$ cat src/rtl/seven_seg_pkg.sv
// Shared seven-segment definitions: segment patterns, anode codes, capture FSM states.
// Used by both the display driver and the capture side so both agree on encodings.
package seven_seg_pkg;

    typedef enum logic {
        HUNT = 1'b0,
        LOCK = 1'b1
    } state_e;

    // Active-low cathode patterns, {g,f,e,d,c,b,a}
    localparam logic [6:0] SEG_0 = 7'h40;
    localparam logic [6:0] SEG_1 = 7'h79;
    localparam logic [6:0] SEG_2 = 7'h24;
    localparam logic [6:0] SEG_3 = 7'h30;
    localparam logic [6:0] SEG_4 = 7'h19;
    localparam logic [6:0] SEG_5 = 7'h12;
    localparam logic [6:0] SEG_6 = 7'h02;
    localparam logic [6:0] SEG_7 = 7'h78;
    localparam logic [6:0] SEG_8 = 7'h00;
    localparam logic [6:0] SEG_9 = 7'h10;
    localparam logic [6:0] SEG_A = 7'h08;
    localparam logic [6:0] SEG_B = 7'h03;
    localparam logic [6:0] SEG_C = 7'h46;
    localparam logic [6:0] SEG_D = 7'h21;
    localparam logic [6:0] SEG_E = 7'h06;
    localparam logic [6:0] SEG_F = 7'h0E;

    localparam logic [3:0] ANODE_BLANK = 4'b1111;
    localparam logic [3:0] ANODE_DIG0  = 4'b1110;
    localparam logic [3:0] ANODE_DIG1  = 4'b1101;
    localparam logic [3:0] ANODE_DIG2  = 4'b1011;
    localparam logic [3:0] ANODE_DIG3  = 4'b0111;

    typedef enum logic [1:0] {
        SMP_BLANK   = 2'd0,
        SMP_SLOT    = 2'd1,
        SMP_ILLEGAL = 2'd2
    } smp_kind_e;

    typedef struct packed {
        smp_kind_e  kind;
        logic [1:0] slot;
    } smp_t;

    function automatic smp_t classify_anode(input logic [3:0] anode);
        smp_t r;
        r.kind = SMP_ILLEGAL;
        r.slot = 2'd0;
        case (anode)
            ANODE_BLANK: r.kind = SMP_BLANK;
            ANODE_DIG0:  begin r.kind = SMP_SLOT; r.slot = 2'd0; end
            ANODE_DIG1:  begin r.kind = SMP_SLOT; r.slot = 2'd1; end
            ANODE_DIG2:  begin r.kind = SMP_SLOT; r.slot = 2'd2; end
            ANODE_DIG3:  begin r.kind = SMP_SLOT; r.slot = 2'd3; end
            default:     r.kind = SMP_ILLEGAL;
        endcase
        return r;
    endfunction

endpackage

$ cat src/rtl/seven_seg_capture_if.sv
// Scanned-display sample inputs and captured-frame results.
// Master drives the anode/segment samples; slave (the capture block) returns frames and errors.
interface seven_seg_capture_if #(
    parameter int ERR_W = 8
);
    logic             sample_en;
    logic [3:0]       anode;
    logic [6:0]       segments;
    logic [15:0]      value;
    logic             frame_strobe;
    logic             pattern_err;
    logic             scan_err;
    logic [ERR_W-1:0] err_count;

    modport master (
        output sample_en, anode, segments,
        input  value, frame_strobe, pattern_err, scan_err, err_count
    );

    modport slave (
        input  sample_en, anode, segments,
        output value, frame_strobe, pattern_err, scan_err, err_count
    );
endinterface

$ cat src/rtl/seven_seg_capture_seg_to_hex.sv
// Active-low segment pattern to hex nibble; unknown patterns give 0 with bad set.
// Purely combinational, no handshake.
module seg_to_hex
    import seven_seg_pkg::*;
(
    input  logic [6:0] seg_i,
    output logic [3:0] nib_o,
    output logic       bad_o
);
    always_comb begin
        nib_o = 4'h0;
        bad_o = 1'b0;
        case (seg_i)
            SEG_0: nib_o = 4'h0;
            SEG_1: nib_o = 4'h1;
            SEG_2: nib_o = 4'h2;
            SEG_3: nib_o = 4'h3;
            SEG_4: nib_o = 4'h4;
            SEG_5: nib_o = 4'h5;
            SEG_6: nib_o = 4'h6;
            SEG_7: nib_o = 4'h7;
            SEG_8: nib_o = 4'h8;
            SEG_9: nib_o = 4'h9;
            SEG_A: nib_o = 4'hA;
            SEG_B: nib_o = 4'hB;
            SEG_C: nib_o = 4'hC;
            SEG_D: nib_o = 4'hD;
            SEG_E: nib_o = 4'hE;
            SEG_F: nib_o = 4'hF;
            default: bad_o = 1'b1;
        endcase
    end
endmodule

$ cat src/rtl/seven_seg_capture.sv
// Reassembles a multiplexed 4-digit display scan into 16-bit frames; results one cycle after the sample.
// No backpressure: every sample_en is consumed the cycle it is presented.
module seven_seg_capture
    import seven_seg_pkg::*;
#(
    parameter int ERR_W = 8
) (
    input  logic             clock,
    input  logic             reset,
    seven_seg_capture_if.slave bus
);
    localparam logic [ERR_W-1:0] CNT_MAX = '1;

    state_e           state_q, state_d;
    logic [1:0]       exp_q, exp_d;
    logic [2:0][3:0]  stage_q, stage_d;
    logic             bad_q, bad_d;
    logic [15:0]      value_q, value_d;
    logic             strobe_q, strobe_d;
    logic             perr_q, perr_d;
    logic             serr_q, serr_d;
    logic [ERR_W-1:0] cnt_q, cnt_d;

    logic [3:0] dec_nib;
    logic       dec_bad;
    smp_t       smp;

    seg_to_hex u_seg_to_hex (
        .seg_i (bus.segments),
        .nib_o (dec_nib),
        .bad_o (dec_bad)
    );

    assign smp = classify_anode(bus.anode);

    always_comb begin
        state_d  = state_q;
        exp_d    = exp_q;
        stage_d  = stage_q;
        bad_d    = bad_q;
        value_d  = value_q;
        strobe_d = 1'b0;
        perr_d   = 1'b0;
        serr_d   = 1'b0;

        if (bus.sample_en) begin
            case (smp.kind)
                SMP_SLOT: begin
                    if (state_q == HUNT) begin
                        // Only a digit-0 sample can open a frame; others are just skipped.
                        if (smp.slot == 2'd0) begin
                            stage_d[0] = dec_nib;
                            bad_d      = dec_bad;
                            exp_d      = 2'd1;
                            state_d    = LOCK;
                        end
                    end else if (smp.slot == exp_q) begin
                        case (smp.slot)
                            2'd0: begin stage_d[0] = dec_nib; bad_d = bad_q | dec_bad; end
                            2'd1: begin stage_d[1] = dec_nib; bad_d = bad_q | dec_bad; end
                            2'd2: begin stage_d[2] = dec_nib; bad_d = bad_q | dec_bad; end
                            default: begin
                                value_d  = {dec_nib, stage_q[2], stage_q[1], stage_q[0]};
                                strobe_d = 1'b1;
                                perr_d   = bad_q | dec_bad;
                                bad_d    = 1'b0;
                            end
                        endcase
                        exp_d = exp_q + 2'd1;
                    end else if (smp.slot == 2'd0) begin
                        // Out of order but a fresh digit 0: resync without dropping to HUNT.
                        serr_d     = 1'b1;
                        stage_d[0] = dec_nib;
                        bad_d      = dec_bad;
                        exp_d      = 2'd1;
                    end else begin
                        serr_d  = 1'b1;
                        bad_d   = 1'b0;
                        exp_d   = 2'd0;
                        state_d = HUNT;
                    end
                end
                SMP_ILLEGAL: begin
                    serr_d  = 1'b1;
                    bad_d   = 1'b0;
                    exp_d   = 2'd0;
                    state_d = HUNT;
                end
                default: ;
            endcase
        end

        cnt_d = cnt_q;
        if (serr_d && (cnt_q != CNT_MAX)) begin
            cnt_d = cnt_q + ERR_W'(1);
        end
    end

    always_ff @(posedge clock) begin
        if (reset) begin
            state_q  <= HUNT;
            exp_q    <= 2'd0;
            stage_q  <= '0;
            bad_q    <= 1'b0;
            value_q  <= 16'h0000;
            strobe_q <= 1'b0;
            perr_q   <= 1'b0;
            serr_q   <= 1'b0;
            cnt_q    <= '0;
        end else begin
            state_q  <= state_d;
            exp_q    <= exp_d;
            stage_q  <= stage_d;
            bad_q    <= bad_d;
            value_q  <= value_d;
            strobe_q <= strobe_d;
            perr_q   <= perr_d;
            serr_q   <= serr_d;
            cnt_q    <= cnt_d;
        end
    end

    assign bus.value        = value_q;
    assign bus.frame_strobe = strobe_q;
    assign bus.pattern_err  = perr_q;
    assign bus.scan_err     = serr_q;
    assign bus.err_count    = cnt_q;
endmodule

$ cat src/flat_wrapper.sv
// flat-port wrapper written by rule: the top's interface ports become plain ports
module seven_seg_capture_flat import seven_seg_pkg::*;
#(
    parameter int ERR_W = 8
)
  (clock, reset, bus_sample_en, bus_anode, bus_segments, bus_value, bus_frame_strobe, bus_pattern_err, bus_scan_err, bus_err_count);
  seven_seg_capture_if #(.ERR_W(ERR_W)) bus_i ();
  input  logic clock;
  input  logic reset;
  input wire logic [$bits(bus_i.sample_en)-1:0] bus_sample_en;
  input wire logic [$bits(bus_i.anode)-1:0] bus_anode;
  input wire logic [$bits(bus_i.segments)-1:0] bus_segments;
  output wire logic [$bits(bus_i.value)-1:0] bus_value;
  output wire logic [$bits(bus_i.frame_strobe)-1:0] bus_frame_strobe;
  output wire logic [$bits(bus_i.pattern_err)-1:0] bus_pattern_err;
  output wire logic [$bits(bus_i.scan_err)-1:0] bus_scan_err;
  output wire logic [$bits(bus_i.err_count)-1:0] bus_err_count;
  assign bus_i.sample_en = bus_sample_en;
  assign bus_i.anode = bus_anode;
  assign bus_i.segments = bus_segments;
  assign bus_value = bus_i.value;
  assign bus_frame_strobe = bus_i.frame_strobe;
  assign bus_pattern_err = bus_i.pattern_err;
  assign bus_scan_err = bus_i.scan_err;
  assign bus_err_count = bus_i.err_count;
  seven_seg_capture #(.ERR_W(ERR_W)) u_core (.clock(clock), .reset(reset), .bus(bus_i));
endmodule
$ cat config.mk
export PLATFORM = sky130hd
export DESIGN_NAME = seven_seg_capture_flat
export DESIGN_NICKNAME = d
export VERILOG_FILES = /design/src/rtl/seven_seg_pkg.sv /design/src/rtl/seven_seg_capture_if.sv /design/src/rtl/seven_seg_capture_seg_to_hex.sv /design/src/rtl/seven_seg_capture.sv /design/src/flat_wrapper.sv
export SDC_FILE = /design/constraint.sdc
export NUM_CORES = 1
export LEC_CHECK = 0
export ABC_AREA = 1
export CORE_MARGIN = 4
export CORE_UTILIZATION = 50
export CTS_BUF_LIST = sky130_fd_sc_hd__clkbuf_8
export DETAILED_ROUTE_END_ITERATION = 16
export PLACE_DENSITY = 0.74
export SKIP_CTS_REPAIR_TIMING = 1
export SYNTH_ARGS = -nofsm -noshare
export SYNTH_HDL_FRONTEND = slang
export SYNTH_SLANG_ARGS = --single-unit
$ cat constraint.sdc
create_clock -name clock -period 2.5 [get_ports clock]
set_clock_uncertainty 0.15 [all_clocks]
set_input_delay 0.5 -clock clock [delete_from_list [all_inputs] [get_ports clock]]
set_output_delay 0.5 -clock clock [all_outputs]
set_load 0.03 [all_outputs]
# ---- Word-level counts from Yosys, hierarchy flattened
# Index checks and enable logic that the tools add are counted.
dict set report totals {
  wordCells 85
  out_inout_bits 27
  romBits 0
  ramBits 0
  latch_bits 0
  in_bits 14
  memories 0
  regBits 43
}
dict set report classes {
  reduce_logical 15
  n_eq_ne 27
  magnitude_cmp 0
  mul 0
  shift 0
  n_addsub 2
  n_div 0
  muxes 24
  n_bitwise 6
}
# operator count
set ops {}
lappend ops {{case mux 4 bit (15 select lines)} 1}
lappend ops {{equality test 7 bit (second input constant)} 4}
lappend ops {{equality test 7 x 5 -> 1 bit (second input constant)} 3}
lappend ops {{equality test 7 x 6 -> 1 bit (second input constant)} 3}
lappend ops {{equality test 4 bit (second input constant)} 4}
lappend ops {{OR reduction 16 bit} 1}
lappend ops {{AND reduction 5 bit} 3}
lappend ops {{equality test 7 x 2 -> 1 bit (second input constant)} 2}
lappend ops {{equality test 7 x 4 -> 1 bit (second input constant)} 2}
lappend ops {{two-way mux 1 bit} 14}
lappend ops {{adder 8 x 1 -> 8 bit (second input constant)} 1}
lappend ops {{!= test 8 bit (second input constant)} 1}
lappend ops {{case mux 2 bit (2 select lines)} 2}
lappend ops {{OR reduction 8 bit} 1}
lappend ops {{equality test 7 x 3 -> 1 bit (second input constant)} 1}
lappend ops {{zero test 7 bit} 1}
lappend ops {{two-way mux 2 bit} 3}
lappend ops {{case mux 1 bit (2 select lines)} 3}
lappend ops {{case mux 2 bit (3 select lines)} 1}
lappend ops {{AND reduction 3 bit} 2}
lappend ops {{inverter 1 bit} 5}
lappend ops {{OR reduction 5 bit} 1}
lappend ops {{equality test 2 x 1 -> 1 bit (second input constant)} 2}
lappend ops {{equality test 2 bit (second input constant)} 2}
lappend ops {{11 further kinds} 11}

# ---- Depth between registers and ports, before layout
# Gate-level depths: netlist of the first run.
dict set report logic_depth {
  ltp_word 8
  mapped_depth 14
  ltp_nobuf 14
}

# ---- By module
# Synthesis of the first run repeated with hierarchy kept, for this count alone.
dict set report unflattened {
  hier_cells 350
  area_unflattened_um2 2274.7
}
# module area_each_um2 n_inst seq_area_each_um2 cells_per_inst
set modules_own_cells {}
lappend modules_own_cells {seven_seg_capture 1956.9 1 860.8 274}
lappend modules_own_cells {seg_to_hex 317.8 1 0.0 76}

# ---- Worst setup path before layout of the first run
# Ideal clock, no wire load.
dict set report synth_timing {
  path_kind {flip-flop to flip-flop}
  from {register u_core.cnt_q[0] (netlist: u_core.bus.err_count[0])}
  to {register u_core.cnt_q[4] (netlist: u_core.bus.err_count[4])}
  stages_incl_launch_ff 8
  required_ns 2.279
  arrival_time_ns 1.619
  slack_ns 0.661
  synth_period_minus_slack_ns 1.839
  n_path_buf 0
  setup_ns 0.071
  path_cell_list {dfxtp_1 ha_1 nand2_1 nor2_1 nand3_1 nand2_8 nand2_1 a21oi_1}
}
dict set report synth_via {
  elab_chain_cells 2
  word_cells_on_any_way 3
  cone_classes {add/sub: 1; eq/ne: 1; reduce/logical: 1}
}
# item line
set synth_lines {}
lappend synth_lines {{start, declared} seven_seg_capture.sv:22} ;# logic [ERR_W-1:0] cnt_q, cnt_d;
lappend synth_lines {{start signal, assigned} seven_seg_capture.sv:119} ;# cnt_q <= cnt_d;
lappend synth_lines {{branches (longest 2 deep; another with adder 8 x 1 -> 8 bit)} -}
# Parallel ways; which one is timed is not known.
# A chain may end at the register's enable or synchronous reset.

# ---- Worst setup path after layout of the first run
dict set report layout_timing {
  from {input bus_anode[3]}
  to {register u_core.value_q[10] (netlist: u_core.bus.value[10])}
}
dict set report layout_via {
  elab_chain_cells 6
  word_cells_on_any_way 16
  cone_classes {eq/ne: 9; mux: 2; bitwise: 1; reduce/logical: 4}
}
# item line
set layout_lines {}
lappend layout_lines {{start, declared} flat_wrapper.sv:11} ;# input wire logic [$bits(bus_i.anode)-1:0] bus_anode;
lappend layout_lines {{equality test 4 x 3 -> 1 bit or equality test 4 bit (tied branches)} seven_seg_pkg.sv:49} ;# case (anode)
lappend layout_lines {{case mux 2 bit (3 select lines)} seven_seg_pkg.sv:49}
lappend layout_lines {{equality test 2 x 1 -> 1 bit, or another cell as far along} seven_seg_capture.sv:58} ;# case (smp.slot)
lappend layout_lines {{OR reduction 3 bit (no line)} -}
lappend layout_lines {{inverter 1 bit (no line)} -}
lappend layout_lines {{AND reduction 5 bit (no line) (*)} -}
lappend layout_lines {{end signal, assigned} seven_seg_capture.sv:115} ;# value_q <= value_d;
lappend layout_lines {{end, declared} seven_seg_capture.sv:18} ;# logic [15:0] value_q, value_d;
# Every way passes the cells marked *; elsewhere a longest branch is shown, timed or not.

==> results.py, run 1 <==
metrics = {
    "placement": {
        "dp_hpwl_um": 3870,
        "placed_cell_area_um2": 2810,
        "place.gp.congestion": 0.884,
        "portBuffers": 40,
    },
    "die": {
        "start_util_pct": 52.6,
        "die_w_um": 76.4,
        "ios": 41,
        "dieArea_um2": 5840,
        "die_h_um": 76.4,
        "core_um2": 4440,
        "num_rows": 24,
    },
    "grt": {
        "antenna_found_initial": 0,
        "grt_util_all_layers_pct": 17.5,
        "grt_pass1_wl_um": 8490,
        "grt_max_degree": 24,
        "grt_overflow": 0,
        "grt_pass1_vias": 2007,
    },
    "clock_network": {
        "cts_buffers": 5,
        "cts-root-buf": "clkbuf_8",
        "clock_path_buffers": 2,
        "clock_latency_ps": 300,
        "clk_pin_slew_ps": 90,
        "cts_tree": "done",
        "cts.sinks": 43,
        "cts_max_level": 2,
    },
    "timing": {
        "slew_headroom_pct": 62.1,
        "period_share_pct": 88.1,
        "fmax_mhz": 454,
        "rsz0062_at_grt": "false",
        "tightestPinTransition_ps": 567,
        "setup_viol": 0,
        "finalHoldViolCount": 0,
        "finalMaxSlewViolations": 0,
        "min_period_ps": 2200,
    },
    "yosys": {
        "avgSynthCellArea_um2": 6.94,
        "yosysSeqAreaShare_pct": 36.8,
        "synth_cells": 337,
        "synth.distinct_cells": 31,
        "syn_area_um2": 2340,
        "yosysWarningCount": 0,
        "synth_fp_nets": 356,
        "ys_ff_latch": 43,
    },
    "final_layout": {
        "drive_gt1_share_pct": 10.7,
        "nFillCells": 396,
        "areaGrowthSynthToFinish_pct": 25.3,
        "final_common_cell": "nand2_1",
        "nets": 401,
        "final_area_um2": 2930,
        "diodes": 0,
        "mostFrequentLayoutCells": "nand2_1, nor2_1, inv_1, dfxtp_1, clkdlybuf4s50_1",
    },
    "route": {
        "drtAntennaViolNets": 0,
        "drt-total-wl_um": 5020,
        "drt-wirelength-per-cell_um": 11.5,
        "drt_iter0_markers": 89,
        "vias": 2175,
        "drt_pass1_iterations": 4,
        "via_per_inst": 5.00,
        "drc": 0,
    },
    "run": {
        "maxCapViolCount": 0,
    },
    "critical_path": {
        "start_kind": "input port",
        "reg2reg_from": "u_core.bus.err_count[0]",
        "r2r_end": "u_core.bus.err_count[0]",
        "crit_type": "in2reg",
        "reg2reg_depth": 7,
        "r2r_slack_ps": 690,
        "critPathArrivalTime_ps": 2290,
        "required_ps": 2590,
        "cp-end-kind": "register",
        "cp_max_fo": 12,
    },
    "power": {
        "p_per_area_nw_per_um2": 494,
        "p_total_uw": 1450,
        "leakagePower_uw": 0.00130,
        "vdd_drop_max_mv": 0.249,
    },
    "status": {
        "run_status": "finished clean",
    },
    "min_path": {
        "min_path_cells": 2,
        "holdPathEnd": "u_core.bus.value[6]",
        "hold_path_class": "reg2reg",
        "hold_start": "u_core.stage_q[6]",
    },
}
## stage by stage
| step | hold WS (ps) | TNS (ps) | utilization (%) | std cells | setup slack [ps] |
|---|---|---|---|---|---|
| global route | 344 | 0 | 65.9 | 435 | 108 |
| detailed placement | 301 | -9.81 | 63.3 | 427 | -7.01 |
| global placement | 292 | 0 | 63.3 | 427 | 35.6 |
| floorplan | 279 | 0 | - | 337 | 661 |
| CTS | 311 | 0 | 65.9 | 435 | 298 |
| finish | 313 | 0 | 65.9 | 435 | 299 |
## state kept, by name, summed over array words and instances, names as in the netlist
register	flops
u_core.bus.pattern_err	1
u_core.bus.scan_err	1
u_core.exp_q	2
u_core.bad_q	1
u_core.bus.frame_strobe	1
u_core.state_q	1
u_core.bus.value	16
u_core.stage_q	12
u_core.bus.err_count	8
## critical path, stage by stage
cell	delay, ps
clkdlybuf4s50_1	530
inv_2	60
nand2_1	110
nand3b_4	110
inv_1	90
ha_1	160
nand3_1	80
nor2_1	110
buf_4	130
buf_4	170
o21ai_0	90
a21oi_1	150
## cells by family after synthesis
kind of cell / Yosys count / share of synthesized area (%)
fa+ha+maj: 5 / 2.68
xor+xnor: 5 / 1.87
buf+inv: 53 / 9.36
simple gates: 165 / 34.2
compound gates: 66 / 15.0
flops: 43 / 36.8
## power breakdown
part	internal [µW]	switching [µW]	leakage, µW	total (µW)
sequential	695	7.70	0.000347	703
combinational	67.7	115	0.000893	183
clock	303	260	0.0000587	563
## how the worst max path moves through the flow
stage	slack, ps	to	depth (start not counted)	start
5_1_grt	110	u_core.bus.value[10]	12	bus_anode[1]
4_1_cts	300	u_core.bus.value[10]	12	bus_anode[3]
2_1_floorplan	660	u_core.bus.err_count[4]	7	u_core.bus.err_count[0]
3_3_place_gp	40	u_core.bus.value[9]	12	bus_anode[3]
6_report	300	u_core.bus.value[10]	12	bus_anode[3]
3_5_place_dp	-7	u_core.bus.value[10]	12	bus_anode[3]
## cell usage after synthesis
master    count  area (µm²)
nor2_4        2        22.5
nand2_1      65         244
buf_4         2        15.0
nor3b_1       1        7.51
nor2_1       48         180
nand3b_1      2        15.0
nand2_4       2        22.5
clkbuf_1      3        11.3
nand2_2      12        75.1
inv_6         1        8.76
inv_2         2        7.51
xor2_1        5        43.8
o21ai_1       2        10.0
o21ai_0      26         130
nor3_2        2        20.0
o31ai_1       1        7.51
a211oi_2      2        25.0
ha_1          5        62.6
a21oi_1      32         160
inv_1        43         161
nand3_1      19        95.1
nand2_8       1        20.0
nand4_1       2        12.5
buf_1         1        3.75
a31oi_1       3        18.8
nor3_1        4        20.0
nor4_1        1        6.26
nand3_2       2        20.0
nand3b_4      2        40.0
buf_6         1        11.3
dfxtp_1      43         861
## routing by layer
layer	track usage [%]	vias to the layer above	share of wire (%)
met4	6.52	0	1.6
met2	30.3	41	47
li1	-	1172	-
met5	0	-	0
met1	21.4	957	47
met3	3.55	5	4.0
## cell type report
type | instances | area [µm²] | area share, %
multi-input combinational | 241 | 1260 | 43.0
sequential | 43 | 861 | 29.4
timing repair buffer | 45 | 450 | 15.4
inverter | 46 | 178 | 6.07
clock buffer | 5 | 68.8 | 2.35
tap | 52 | 65.1 | 2.22
clock inverter | 3 | 47.5 | 1.62
No activity file was read; power rests on OpenSTA's default activity.
==> run 2, diff against run 1 <==
--- a/config.mk
+++ b/config.mk
@@ -10,7 +10,7 @@
 export CORE_UTILIZATION = 50
 export CTS_BUF_LIST = sky130_fd_sc_hd__clkbuf_8
 export DETAILED_ROUTE_END_ITERATION = 16
-export PLACE_DENSITY = 0.74
+export PLACE_DENSITY = 0.81
 export SKIP_CTS_REPAIR_TIMING = 1
 export SYNTH_ARGS = -nofsm -noshare
 export SYNTH_HDL_FRONTEND = slang
==> results.py, run 2 (same netlist as run 1, synthesis figures left out) <==
metrics = {
    "grt": {
        "grt_max_degree": 24,
        "grt_pass1_vias": 1996,
        "grt_overflow": 0,
        "antenna_found_initial": 0,
        "grt_util_all_layers_pct": 17.3,
        "grt_pass1_wl_um": 8360,
    },
    "clock_network": {
        "cts_buffers": 5,
        "cts_tree": "done",
        "clock_path_buffers": 2,
        "cts.sinks": 43,
        "clk_pin_slew_ps": 90,
        "cts-root-buf": "clkbuf_8",
        "clock_latency_ps": 300,
        "cts_max_level": 2,
    },
    "final_layout": {
        "multi_input_area_um2": 1260,
        "drive_gt1_share_pct": 10.9,
        "nFillCells": 386,
        "final_common_cell": "nand2_1",
        "nets": 402,
        "seq_area_um2": 861,
        "stdcell_count": 436,
        "final_area_um2": 2900,
        "diodes": 0,
        "areaGrowthSynthToFinish_pct": 24.0,
        "largest_reg_flops": 16,
        "mostFrequentLayoutCells": "nand2_1, nor2_1, inv_1, dfxtp_1, clkdlybuf4s50_1",
        "utilization_pct": 65.3,
    },
    "power": {
        "leakagePower_uw": 0.00128,
        "vdd_drop_max_mv": 0.227,
        "p_total_uw": 1350,
        "p_per_area_nw_per_um2": 464,
    },
    "timing": {
        "finalMaxSlewViolations": 0,
        "tightestPinTransition_ps": 577,
        "fmax_mhz": 453,
        "period_share_pct": 88.2,
        "hold-worst-slack_ps": 315,
        "min_period_ps": 2210,
        "slew_headroom_pct": 61.5,
        "rsz0062_at_grt": "false",
        "setup_viol": 0,
        "finalHoldViolCount": 0,
    },
    "placement": {
        "place.gp.congestion": 0.879,
        "dp_hpwl_um": 3860,
        "portBuffers": 40,
        "placed_cell_area_um2": 2810,
        "placed_cells": 428,
    },
    "min_path": {
        "min_path_cells": 2,
        "hold_path_class": "reg2reg",
        "hold_start": "u_core.stage_q[9]",
        "holdPathEnd": "u_core.bus.value[9]",
    },
    "critical_path": {
        "r2r_end": "u_core.bus.err_count[7]",
        "r2r_slack_ps": 670,
        "crit_type": "in2reg",
        "start_kind": "input port",
        "reg2reg_depth": 7,
        "required_ps": 2580,
        "cp-end-kind": "register",
        "critPathArrivalTime_ps": 2290,
        "reg2reg_from": "u_core.bus.err_count[0]",
        "cp_max_fo": 16,
    },
    "die": {
        "start_util_pct": 52.6,
        "die_w_um": 76.4,
        "ios": 41,
        "core_um2": 4440,
        "num_rows": 24,
        "die_h_um": 76.4,
        "dieArea_um2": 5840,
    },
    "route": {
        "drt-total-wl_um": 5010,
        "vias": 2229,
        "drt_pass1_iterations": 4,
        "drtAntennaViolNets": 0,
        "drc": 0,
        "drt-wirelength-per-cell_um": 11.5,
        "via_per_inst": 5.11,
        "drt_iter0_markers": 110,
    },
    "status": {
        "run_status": "finished clean",
    },
    "run": {
        "maxCapViolCount": 0,
    },
}
## run 2: how the worst max path moves through the flow
stage,depth (start not counted),from,end
CTS,11,bus_anode[3],u_core.bus.value[1]
detailed placement,11,bus_anode[3],u_core.bus.value[1]
global placement,11,bus_anode[3],u_core.bus.value[5]
global route,12,bus_anode[1],u_core.bus.value[3]
floorplan,7,u_core.bus.err_count[0],u_core.bus.err_count[4]
finish,11,bus_anode[3],u_core.bus.value[1]
## run 2: routing by layer
layer  vias up  global-route usage [%]  share of wire [%]
li1       1172                       -                  -
met1      1005                    20.4                 47
met2        45                    30.1                 46
met3         7                    3.19                4.3
met4         0                    8.70                1.8
met5         -                       0                  0
## run 2: stage by stage
step / setup slack, ps / setup TNS, ps
after floorplan: 661 / 0
after global placement: 62.0 / 0
after detailed placement: -36.6 / -80.1
after CTS: 293 / 0
after global routing: 137 / 0
final: 294 / 0
## run 2: power breakdown
| part | internal [µW] | total [µW] | leakage, µW | switching (µW) |
|---|---|---|---|---|
| sequential | 695 | 702 | 0.000347 | 7.61 |
| combinational | 70.7 | 187 | 0.000895 | 116 |
| clock | 200 | 457 | 0.0000408 | 258 |
## run 2: worst max-delay path: stages
cell and delay, ps:
clkdlybuf4s50_1 530, inv_2 60, nand2_1 110, nand3b_4 110, inv_1 100, ha_1 170
nand3_1 70, nor2_1 160, buf_4 220, o21ai_0 100, a21oi_1 160
## run 2: area by class of cell
class / instances / area share (%)
sequential: 43 / 29.7
inverter: 46 / 6.13
multi-input combinational: 241 / 43.4
timing repair buffer: 46 / 15.4
clock inverter: 3 / 0.820
tap: 52 / 2.24
clock buffer: 5 / 2.37
==> run 3, diff against run 2 <==
==> constraint.sdc (replaced) <==
create_clock -name clock -period 2.7 [get_ports clock]
set_clock_uncertainty 0.15 [all_clocks]
set_input_delay 0.54 -clock clock [delete_from_list [all_inputs] [get_ports clock]]
set_output_delay 0.54 -clock clock [all_outputs]
set_load 0.03 [all_outputs]
==> results.py, run 3 (same netlist as run 1, synthesis figures left out) <==
metrics = {
    "final_layout": {
        "largest_reg_flops": 16,
        "nFillCells": 409,
        "multi_input_area_um2": 1260,
        "nets": 399,
        "diodes": 0,
        "final_area_um2": 2880,
        "seq_area_um2": 861,
        "mostFrequentLayoutCells": "nand2_1, nor2_1, inv_1, dfxtp_1, clkdlybuf4s50_1",
        "final_common_cell": "nand2_1",
        "drive_gt1_share_pct": 10.2,
        "areaGrowthSynthToFinish_pct": 23.1,
    },
    "placement": {
        "placed_cell_area_um2": 2790,
        "dp_hpwl_um": 3890,
        "place.gp.congestion": 0.877,
        "portBuffers": 40,
    },
    "critical_path": {
        "crit_chain": "clkdlybuf4s50_1 > inv_1 > nand2_1 > nand3b_4 > inv_1 > ha_1 > nand3_1 > nor2_1 > buf_4 > inv_1 > nor2_1 > nor2_1",
        "slowest_stage": "clkdlybuf4s50_1",
        "cp_max_fo": 13,
        "r2r_end": "u_core.bus.err_count[2]",
        "path_buf_inv": 5,
        "cp_top_family": "buffers and inverters",
        "required_ps": 2750,
        "start_kind": "input port",
        "r2r_slack_ps": 880,
        "cp-end-kind": "register",
        "crit_type": "in2reg",
        "reg2reg_from": "u_core.bus.err_count[0]",
        "critPathArrivalTime_ps": 2320,
        "critPathMaxStageDelay_ps": 510,
        "reg2reg_depth": 7,
    },
    "power": {
        "power_frac_seq_pct": 52.3,
        "power_switching_uw": 353,
        "p_sw_share_pct": 28.4,
        "p_per_area_nw_per_um2": 432,
        "pwr-share-comb_pct": 13.7,
        "clkPwrFrac_pct": 34.0,
        "vdd_drop_max_mv": 0.194,
        "internal_power_uw": 891,
        "leakagePower_uw": 0.00127,
    },
    "die": {
        "dieArea_um2": 5840,
        "die_h_um": 76.4,
        "start_util_pct": 52.6,
        "num_rows": 24,
        "ios": 41,
        "die_w_um": 76.4,
        "core_um2": 4440,
    },
    "min_path": {
        "holdPathEnd": "u_core.bus.value[7]",
        "hold_start": "u_core.stage_q[7]",
        "hold_path_class": "reg2reg",
        "min_path_cells": 2,
    },
    "grt": {
        "grt_pass1_wl_um": 8630,
        "antenna_found_initial": 0,
        "grt_overflow": 0,
        "grt_max_degree": 24,
        "grt_util_all_layers_pct": 17.8,
        "grt_pass1_vias": 2105,
    },
    "route": {
        "drt-wirelength-per-cell_um": 11.6,
        "via_per_inst": 5.17,
        "drt_iter0_markers": 87,
        "drt_pass1_iterations": 4,
        "drc": 0,
        "drt-total-wl_um": 5000,
        "vias": 2239,
        "drtAntennaViolNets": 0,
    },
    "timing": {
        "fin_setup_tns_ps": 0,
        "period_share_pct": 84.2,
        "rsz0062_at_grt": "false",
        "setup_viol": 0,
        "tightestPinTransition_ps": 526,
        "finalHoldViolCount": 0,
        "finalMaxSlewViolations": 0,
        "min_period_ps": 2270,
        "slew_headroom_pct": 64.9,
        "fmax_mhz": 440,
    },
    "status": {
        "run_status": "finished clean",
    },
    "clock_network": {
        "cts.sinks": 43,
        "clk_pin_slew_ps": 90,
        "clock_path_buffers": 2,
        "cts-root-buf": "clkbuf_8",
        "clock_latency_ps": 310,
        "cts_max_level": 2,
        "cts_tree": "done",
        "cts_buffers": 5,
    },
    "run": {
        "maxCapViolCount": 0,
    },
}
-- run 3: worst max path at each step --
| stage | startpoint | endpoint | depth (start not counted) |
|---|---|---|---|
| floorplan | u_core.bus.err_count[0] | u_core.bus.err_count[4] | 7 |
| global placement | bus_anode[3] | u_core.bus.value[3] | 12 |
| detailed placement | bus_anode[1] | u_core.bus.value[1] | 11 |
| CTS | bus_anode[1] | u_core.bus.value[1] | 11 |
| global route | bus_anode[1] | u_core.bus.value[3] | 12 |
| finish | bus_anode[1] | u_core.bus.value[3] | 12 |
-- run 3: power groups by stage --
stage	clock network (µW)	logic, µW	registers, µW
final	423	170	650
after global routing	456	189	652
after CTS	429	170	651
after detailed placement	0	170	665
after global placement	0	165	665
after floorplan	0	108	671
-- run 3: final cells by class --
class	instances	area share, %
clock buffer	5	2.39
clock inverter	3	0.826
inverter	46	6.17
multi-input combinational	241	43.7
sequential	43	29.9
tap	52	2.26
timing repair buffer	43	14.7
-- run 3: stage by stage --
step | power [µW] | worst slack (ps) | hold WS, ps | utilization [%] | std cells
after floorplan | 779 | 861 | 279 | - | 337
after global placement | 830 | 186 | 291 | 62.7 | 425
after detailed placement | 835 | 109 | 295 | 62.7 | 425
after CTS | 1250 | 428 | 296 | 64.8 | 433
after global routing | 1300 | 188 | 323 | 64.8 | 433
final | 1240 | 427 | 295 | 64.8 | 433
-- run 3: tightest hold or removal path, delay by kind of cell (launching register included) --
kind	cells	cell delay, ps
AO/OA/AOI/OAI	1	50
buffers and inverters	1	60
flip-flops	1	300
-- run 3: layer usage --
| metal | global-route usage, % | vias to the layer above | routed length [µm] |
|---|---|---|---|
| li1 | - | 1166 | - |
| met1 | 21.0 | 1014 | 2320 |
| met2 | 30.5 | 52 | 2380 |
| met3 | 3.55 | 7 | 203 |
| met4 | 8.88 | 0 | 97 |
| met5 | 0 | - | 0 |
